===== src/rtl/comparator_bank_ctrl_pkg.sv =====
// ============================================================================
// Module : comparator_bank_ctrl_pkg
// Brief  : Shared channel FSM states and edge-mode encodings.
// Rev    : 1.0
// ============================================================================
`default_nettype none

package comparator_bank_ctrl_pkg;

    localparam logic [1:0] OFF    = 2'd0;
    localparam logic [1:0] SETTLE = 2'd1;
    localparam logic [1:0] ACTIVE = 2'd2;

    localparam logic [1:0] EDGE_NONE = 2'b00;
    localparam logic [1:0] EDGE_RISE = 2'b01;
    localparam logic [1:0] EDGE_FALL = 2'b10;
    localparam logic [1:0] EDGE_BOTH = 2'b11;

    // Does a level flip towards new_level qualify under this edge mode?
    function automatic logic edge_hit(input logic [1:0] mode, input logic new_level);
        if (new_level)
            return (mode & EDGE_RISE) != EDGE_NONE;
        else
            return (mode & EDGE_FALL) != EDGE_NONE;
    endfunction

endpackage

`default_nettype wire


===== src/rtl/comparator_bank_ctrl_channel.sv =====
// ============================================================================
// Module : comparator_channel
// Brief  : One comparator channel: synchroniser, power/settle FSM, debounce,
//          sticky edge flag.
// Rev    : 1.0
// ============================================================================
`default_nettype none

module comparator_channel
    import comparator_bank_ctrl_pkg::*;
#(
    parameter int SYNC_STAGES = 2,
    parameter int DEB_W       = 4,
    parameter int SETTLE_W    = 8
) (
    input  logic                clk,
    input  logic                rst,
    input  logic                cmp_en,
    input  logic [SETTLE_W-1:0] settle_cyc,
    input  logic [DEB_W-1:0]    deb_cyc,
    input  logic [1:0]          edge_mode,
    input  logic                cmp_vout,
    input  logic                irq_clr,
    output logic                pwr_en,
    output logic                valid,
    output logic                level,
    output logic                irq_flag
);

    logic [SYNC_STAGES-1:0] r_sync;
    logic [1:0]             r_state;
    logic [SETTLE_W-1:0]    r_settle_cnt;
    logic [DEB_W-1:0]       r_deb_cnt;
    logic                   r_level;
    logic                   r_flag;

    logic                   w_sync;
    logic [DEB_W:0]         w_thr;
    logic [DEB_W:0]         w_cnt_inc;
    logic                   w_accept;
    logic                   w_set;

    always_ff @(posedge clk) begin
        if (rst)
            r_sync <= '0;
        else
            r_sync <= {r_sync[SYNC_STAGES-2:0], cmp_vout};
    end

    assign w_sync    = r_sync[SYNC_STAGES-1];
    // A zero threshold behaves as one so a change is always accepted eventually.
    assign w_thr     = (deb_cyc == '0) ? (DEB_W+1)'(1) : {1'b0, deb_cyc};
    assign w_cnt_inc = {1'b0, r_deb_cnt} + (DEB_W+1)'(1);
    assign w_accept  = (w_sync != r_level) && (w_cnt_inc >= w_thr);
    assign w_set     = cmp_en && (r_state == ACTIVE) && w_accept && edge_hit(edge_mode, w_sync);

    always_ff @(posedge clk) begin
        if (rst || !cmp_en) begin
            r_state      <= OFF;
            r_settle_cnt <= '0;
            r_deb_cnt    <= '0;
            r_level      <= 1'b0;
        end else begin
            case (r_state)
                OFF: begin
                    r_state      <= SETTLE;
                    r_settle_cnt <= settle_cyc;
                end
                SETTLE: begin
                    if (r_settle_cnt == '0) begin
                        r_state   <= ACTIVE;
                        r_level   <= w_sync;
                        r_deb_cnt <= '0;
                    end else begin
                        r_settle_cnt <= r_settle_cnt - 1'b1;
                    end
                end
                ACTIVE: begin
                    if (w_sync == r_level) begin
                        r_deb_cnt <= '0;
                    end else if (w_accept) begin
                        r_level   <= w_sync;
                        r_deb_cnt <= '0;
                    end else if (r_deb_cnt != '1) begin
                        r_deb_cnt <= r_deb_cnt + 1'b1;
                    end
                end
                default: r_state <= OFF;
            endcase
        end
    end

    // Flags deliberately ignore cmp_en so they survive a power-down.
    always_ff @(posedge clk) begin
        if (rst)
            r_flag <= 1'b0;
        else if (w_set)
            r_flag <= 1'b1;
        else if (irq_clr)
            r_flag <= 1'b0;
    end

    assign pwr_en   = (r_state != OFF);
    assign valid    = (r_state == ACTIVE);
    assign level    = r_level;
    assign irq_flag = r_flag;

endmodule

`default_nettype wire


===== src/rtl/comparator_bank_ctrl.sv =====
// ============================================================================
// Module : comparator_bank_ctrl
// Brief  : Bank of NCH comparator channels with a combined edge interrupt.
// Rev    : 1.0
// ============================================================================
`default_nettype none

module comparator_bank_ctrl
    import comparator_bank_ctrl_pkg::*;
#(
    parameter int NCH         = 4,
    parameter int SYNC_STAGES = 2,
    parameter int DEB_W       = 4,
    parameter int SETTLE_W    = 8
) (
    input  logic                wb_clk_i,
    input  logic                wb_rst_i,
    input  logic [NCH-1:0]      cmp_en_i,
    input  logic [SETTLE_W-1:0] settle_cyc_i,
    input  logic [DEB_W-1:0]    deb_cyc_i,
    input  logic [2*NCH-1:0]    edge_mode_i,
    input  logic [NCH-1:0]      cmp_vout_i,
    input  logic [NCH-1:0]      irq_clr_i,
    output logic [NCH-1:0]      cmp_pwr_en_o,
    output logic [NCH-1:0]      cmp_valid_o,
    output logic [NCH-1:0]      cmp_level_o,
    output logic [NCH-1:0]      irq_flag_o,
    output logic                irq_o
);

    for (genvar i = 0; i < NCH; i++) begin : g_ch
        comparator_channel #(
            .SYNC_STAGES (SYNC_STAGES),
            .DEB_W       (DEB_W),
            .SETTLE_W    (SETTLE_W)
        ) u_channel (
            .clk        (wb_clk_i),
            .rst        (wb_rst_i),
            .cmp_en     (cmp_en_i[i]),
            .settle_cyc (settle_cyc_i),
            .deb_cyc    (deb_cyc_i),
            .edge_mode  (edge_mode_i[2*i +: 2]),
            .cmp_vout   (cmp_vout_i[i]),
            .irq_clr    (irq_clr_i[i]),
            .pwr_en     (cmp_pwr_en_o[i]),
            .valid      (cmp_valid_o[i]),
            .level      (cmp_level_o[i]),
            .irq_flag   (irq_flag_o[i])
        );
    end

    assign irq_o = |irq_flag_o;

endmodule

`default_nettype wire


===== config.mk =====
export PLATFORM = sky130hd
export DESIGN_NAME = comparator_bank_ctrl
export DESIGN_NICKNAME = d
export VERILOG_FILES = /design/src/rtl/comparator_bank_ctrl_pkg.sv /design/src/rtl/comparator_bank_ctrl_channel.sv /design/src/rtl/comparator_bank_ctrl.sv
export SDC_FILE = /design/constraint.sdc
export NUM_CORES = 1
export LEC_CHECK = 0
export ABC_AREA = 1
export CORE_MARGIN = 2
export CORE_UTILIZATION = 33
export DETAILED_ROUTE_END_ITERATION = 6
export PLACE_DENSITY = 0.59
export SLEW_MARGIN = 20
export SYNTH_ARGS = -nofsm -noshare
export SYNTH_HDL_FRONTEND = slang
export SYNTH_SLANG_ARGS = --single-unit

===== constraint.sdc =====
create_clock -name wb_clk_i -period 1.8 [get_ports wb_clk_i]
set_input_delay 0.36 -clock wb_clk_i [delete_from_list [all_inputs] [get_ports wb_clk_i]]
set_output_delay 0.36 -clock wb_clk_i [all_outputs]
set_load 0.005 [all_outputs]

; Yosys cells after proc, flatten, opt, wreduce, memory -nomap -nowiden
; Index checks and enable logic that the tools add are counted.
[word_totals]
regBits = 72
in_bits = 34
out_inout_bits = 17
word_cells = 215
[classes]
add_sub_neg = 12
magnitude_cmp = 4
n_eq_ne = 40
n_mux = 65
bitwise_logic = 4
reduce_logical = 66
[op_table]
columns = cell, n
row1 = 2-to-1 mux 4 bit, 17
row2 = case mux 8 bit (2 select lines), 4
row3 = logical NOT 8 bit, 4
row4 = 2-to-1 mux 8 bit, 4
row5 = inequality test 4 bit (second input constant), 8
row6 = case mux 4 bit (2 select lines), 4
row7 = nonzero test 2 bit, 16
row8 = subtractor 8 x 1 -> 8 bit (second input constant), 4
row9 = 2-to-1 mux 1 bit, 24
row10 = inequality test 2 bit (second input constant), 12
row11 = case mux 2 bit (3 select lines), 4
row12 = adder 4 x 1 -> 5 bit (second input constant), 4
row13 = adder 4 x 1 -> 4 bit (second input constant), 4
row14 = logical AND 1 bit, 16
row15 = AND reduction 2 bit, 8
row16 = AND reduction 4 bit, 4
row17 = AND reduction 3 bit, 4
row18 = >= comparator 5 x 4 -> 1 bit, 2
row19 = >= comparator 5 bit, 2
row20 = equality test 2 x 1 -> 1 bit (second input constant), 4
row21 = equality test 2 bit (second input constant), 4
row22 = logical NOT 2 bit, 4
row23 = 2-to-1 mux 2 bit, 4
row24 = inequality test 2 x 1 -> 1 bit (second input constant), 4
row25 = 8 further kinds, 26

; Longest topological paths before layout
[logic_depth]
ltp_word = 7
mapped_depth = 13
ltp_nobuf = 13

; Cells and area by module
; A second synthesis with hierarchy kept.
[hier_totals]
hier_cells = 669
area_unflattened_um2 = 4778.3
[modules_own_cells]
columns = mod, n_inst, cells_each, area_each_um2, seq_area_each_um2
row1 = comparator_channel (g_ch[0].u_channel ...), 3, 166, 1187.4, 360.3
row2 = comparator_channel (g_ch[3].u_channel), 1, 168, 1204.9, 360.3
row3 = comparator_bank_ctrl, 1, 3, 11.3, 0.0

; Worst setup path after synthesis
; Ideal clock, no wire load.
[synth_timing]
path_type = input port to flip-flop
from = input deb_cyc_i[1]
to = register g_ch[0].u_channel.r_deb_cnt[1]
setup_time_ns = 0.070
arrival_time_ns = 1.687
t_required_ns = 1.730
path_slack_ns = 0.043
path_stages = 12
path_buffers = 0
cell_sequence = inv_1 -> a31o_2 -> ha_1 -> inv_1 -> nand2_1 -> a21oi_1 -> nand2_1 -> nand2_1 -> nand4_1 -> nor2_1 -> nand2_1 -> a21oi_1
[synth_between]
elab_chain_len = 7
elab_cells_between_ends = 9
classes_between = 1 x order compare / 1 x eq/ne / 4 x mux / 3 x reduce/logical
[synth_lines]
columns = item, line_no
row1 = "start, declared", comparator_bank_ctrl.sv:20  ; input logic [DEB_W-1:0] deb_cyc_i,
row2 = logical NOT 4 bit, comparator_bank_ctrl_channel.sv:52  ; assign w_thr = (deb_cyc == '0) ? (DEB_W+1)'(1) : {1'b0, deb_cyc};
row3 = 2-to-1 mux 4 bit (*), comparator_bank_ctrl_channel.sv:52
row4 = >= comparator 5 bit (*), comparator_bank_ctrl_channel.sv:54  ; assign w_accept = (w_sync != r_level) && (w_cnt_inc >= w_thr);
row5 = logical AND 1 bit (*), comparator_bank_ctrl_channel.sv:54
row6 = 2-to-1 mux 4 bit, comparator_bank_ctrl_channel.sv:81  ; end else if (w_accept) begin
row7 = 2-to-1 mux 4 bit, comparator_bank_ctrl_channel.sv:79  ; if (w_sync == r_level) begin
row8 = case mux 4 bit (2 select lines), comparator_bank_ctrl_channel.sv:64  ; case (r_state)
row9 = "end signal, assigned", comparator_bank_ctrl_channel.sv:85  ; r_deb_cnt <= r_deb_cnt + 1'b1;
row10 = "end, declared", comparator_bank_ctrl_channel.sv:33  ; logic [DEB_W-1:0] r_deb_cnt;
; Mark *: on every way between the ends. The rest lies on a longest branch, timed or not.
; A chain may end at the register's enable or synchronous reset.

; Worst setup path in the final report
[layout_timing]
from = register g_ch[0].u_channel.r_deb_cnt[0]
to = register g_ch[0].u_channel.r_deb_cnt[3]
[layout_between]
elab_chain_len = 6
elab_cells_between_ends = 11
classes_between = 2 x add/sub / 1 x order compare / 2 x eq/ne / 4 x mux / 2 x reduce/logical
[layout_lines]
columns = item, line_no
row1 = adder 4 x 1 -> 5 bit, comparator_bank_ctrl_channel.sv:53  ; assign w_cnt_inc = {1'b0, r_deb_cnt} + (DEB_W+1)'(1);
row2 = >= comparator 5 bit, comparator_bank_ctrl_channel.sv:54
row3 = logical AND 1 bit, comparator_bank_ctrl_channel.sv:54
row4 = 2-to-1 mux 4 bit, comparator_bank_ctrl_channel.sv:81
row5 = 2-to-1 mux 4 bit, comparator_bank_ctrl_channel.sv:79
row6 = case mux 4 bit (2 select lines), comparator_bank_ctrl_channel.sv:64
; Parallel ways exist; a longest one is shown, timed or not. The select of a mux whose other input is x is not followed.

==> flow_summary.json <==
{
  "status": "finished, final reports clean",
  "htree_num_levels": 3,
  "die_y_um": 123,
  "cts_buffer_depth": 2,
  "wl_per_cell_um": 12.9,
  "routabilityCongestion": 0.865,
  "setup_viol": 0,
  "dp_hpwl_um": 9210,
  "cp_max_fo": 5,
  "core_region_area_mm2": 0.0138,
  "avgSynthCellArea_um2": 7.01,
  "first_iter_violations": 314,
  "synth_common_cells": "nand2_1, inv_1, nor2_1",
  "dieArea_mm2": 0.0150,
  "area_growth_pct": 30.4,
  "holdPathStages": 2,
  "synth_top_family_by_area": "simple AND/OR/NAND/NOR gates",
  "ios": 51,
  "yosys.area_share.xor_xnor_pct": 3.40,
  "peakVddDrop_mv": 0.521,
  "nets": 799,
  "num_rows": 43,
  "r2r-start": "g_ch[0].u_channel.r_deb_cnt[0]$_SDFFE_PP0P_",
  "combPwrFrac_pct": 27.1,
  "syn-cell-area_mm2": 0.00464,
  "cts_tree": "yes",
  "worst_pin_slew_ns": 0.348,
  "grt_pass1_wl_um": 19300,
  "reg2regPathDepth": 9,
  "cts.clk_slew.worst_paths_ns": 0.05,
  "cp.required_ns": 2.07,
  "synth-main-ff-cell": "dfxtp_1",
  "clockPowerShare_pct": 37.6,
  "cts_buffers": 9,
  "fmax_mhz": 582,
  "n_antenna_cell": 0,
  "via_count": 4418,
  "clock_sinks": 72,
  "rsz0062_at_grt": "yes",
  "slew_viol_final": 0,
  "overflow": 0,
  "yosys.cell_types.count": 43,
  "ctsHoldBuffers": 0,
  "reg2reg_to": "g_ch[0].u_channel.r_deb_cnt[3]$_SDFFE_PP0P_",
  "routed_wl_um": 11800,
  "nFillCells": 1396,
  "initial_utilization_pct": 33.6,
  "hp-start": "g_ch[2].u_channel.r_sync[0]$_SDFF_PP0_",
  "numPortBuffers": 50,
  "synthAdderAreaFrac_pct": 8.89,
  "hold_class": "flop to flop",
  "finalPower_mw": 5.09,
  "sw_frac_of_total_pct": 31.2,
  "power_frac_seq_pct": 35.3,
  "synth.most_common_cell": "nand2_1",
  "antenna_found_initial": 0,
  "regArea_mm2": 0.00148,
  "ant_nets": 0,
  "synth-async-reset-ratio_pct": 0,
  "synth-simple-area-share_pct": 24.0,
  "end_kind": "flop",
  "hold_slack_ns": 0.401,
  "synth_top_area_share_pct": 31.1,
  "drt_pass1_iterations": 5,
  "p_int_mw": 3.50,
  "clk_latency_ns": 0.34,
  "finClkSkew_ns": 0.00543,
  "power.density_mw_per_mm2": 840,
  "ys_seq_area_share_pct": 31.1,
  "max_slew_margin_pct": 76.7,
  "yosys.area.top_type": "dfxtp_1",
  "rrSetupSlack_ns": 0.08,
  "start_kind": "flop",
  "grt_use_total_pct": 16.3,
  "syn-num-nets": 729,
  "synth_edf_count": 0,
  "drive_gt1_share_pct": 21.2,
  "ys_ff_latch": 72,
  "first_global_vias": 4191,
  "period_share_pct": 95.5,
  "critical_path_arrival_ns": 1.99,
  "hold_end": "g_ch[2].u_channel.r_sync[1]$_SDFF_PP0_",
  "yosysWarnings": 0,
  "hold_viol": 0,
  "path_class": "flop to flop",
  "p_switching_mw": 1.59,
  "synthTopCellsByArea": "dfxtp_1, nand2_1, ha_1, inv_1, nor2_1",
  "p_leak_nw": 2.63,
  "die_w_um": 123,
  "root_buffer": "clkbuf_16",
  "grt_max_degree": 14,
  "viasPerCell": 4.82,
  "multi_input_comb_area_mm2": 0.00282,
  "netlist_instances": 662,
  "synth_mux_area_share_pct": 0.216,
  "drc_errors": 0,
  "synth_compound_area_share_pct": 19.4,
  "fin_crit_ns": 1.72,
  "drv_cap": 0
}
## registers in the layout (all words and copies together) (netlist names)
| signal | flops |
|---|---|
| g_ch.u_channel.irq_flag | 4 |
| g_ch.u_channel.r_deb_cnt | 16 |
| g_ch.u_channel.r_settle_cnt | 32 |
| g_ch.u_channel.r_state | 8 |
| g_ch.u_channel.r_sync | 8 |
| g_ch.u_channel.level | 4 |
## layout make-up
cell class,instances,area share (%)
clock buffers,14,4.69
clock inverters,2,0.579
inverters,110,6.82
multi-input cells,453,46.5
flip-flops and latches,72,24.4
well taps,180,3.72
repair buffers,86,13.2
## cell families after synthesis
logic type,Yosys count
and+or+nand+nor,250
DFF,72
adders and majority gates,33
muxes,1
buffers and inverters,137
xor gates and xnor gates,18
AOI/OAI and AO/OA,151
## power groups by stage
stage / Clock (mW) / Sequential [mW] / Combinational (mW)
after floorplan: 0 / 1.80 / 0.972
after global placement: 0 / 1.82 / 1.31
after detailed placement: 0 / 1.83 / 1.34
after CTS: 1.97 / 1.79 / 1.35
after global routing: 2.04 / 1.81 / 1.55
final: 1.91 / 1.80 / 1.38
## through the flow
stage | utilization, % | cell area [um2] | setup slack, ns | TNS (ns) | cells
floorplan | - | 4640 | 0.0430 | 0 | 662
global placement | 39.7 | 5490 | -0.506 | -10.26 | 901
detailed placement | 39.7 | 5490 | -0.609 | -11.44 | 901
CTS | 42.4 | 5860 | 0.00766 | 0 | 917
global route | 43.8 | 6050 | -0.0752 | -0.105 | 917
finish | 43.8 | 6050 | 0.0809 | 0 | 917
## repair_timing
action,CTS,global route
endpoints found under the hold margin,0,0
setup endpoints to repair,31,33
gates resized for setup,34,60
buffers inserted,0,0
pin swaps,8,21
## placed cells by master, fill, tap and decap left out, types with 4 or more instances in the layout
cell and instances:
clkbuf_16 9, nand4_1 9, o21ai_0 48, inv_2 12
clkdlybuf4s50_1 37, o21ai_2 7, nor2_1 70, a21oi_2 8
ha_1 23, clkbuf_8 4, a31oi_1 7, dfxtp_1 54
nand3_1 25, ha_4 7, nand2_2 9, buf_4 32
nand2_1 106, buf_12 4, o21ai_1 5, o32ai_1 4
inv_1 98, dfxtp_4 6, nor2_4 8, o2111ai_1 4
dfxtp_2 12, nand3_2 6, xor2_1 11, nor2_2 9
dlygate4sd2_1 8, a21oi_1 49
## routing by layer
metal | wire length, um | GRT usage, %
met2 | 5710 | 28.3
met3 | 635 | 4.69
met1 | 5300 | 19.7
met4 | 193 | 4.38
met5 | 0 | 0
## worst max path at each step
stage,start,endpoint,depth (start not counted)
final,g_ch[0].u_channel.r_deb_cnt[0]$_SDFFE_PP0P_,g_ch[0].u_channel.r_deb_cnt[3]$_SDFFE_PP0P_,9
after global routing,g_ch[2].u_channel.r_deb_cnt[0]$_SDFFE_PP0P_,g_ch[2].u_channel.r_deb_cnt[1]$_SDFFE_PP0P_,11
after CTS,g_ch[0].u_channel.r_state[0]$_SDFFE_PP0P_,cmp_valid_o[0],3
after detailed placement,deb_cyc_i[3],g_ch[0].u_channel.r_deb_cnt[3]$_SDFFE_PP0P_,13
after global placement,deb_cyc_i[3],g_ch[0].u_channel.r_deb_cnt[2]$_SDFFE_PP0P_,13
after floorplan,deb_cyc_i[1],g_ch[0].u_channel.r_deb_cnt[1]$_SDFFE_PP0P_,12
## critical path: stages (launching register included)
cell and delay (ns):
dfxtp_4 0.37, ha_4 0.26, ha_4 0.23, a21oi_2 0.12, nand2_1 0.07, nand2_2 0.08, nand4_1 0.10, nor2_2 0.18
nand2_1 0.10, a21oi_2 0.13
No activity file was read; power rests on OpenSTA's default activity.
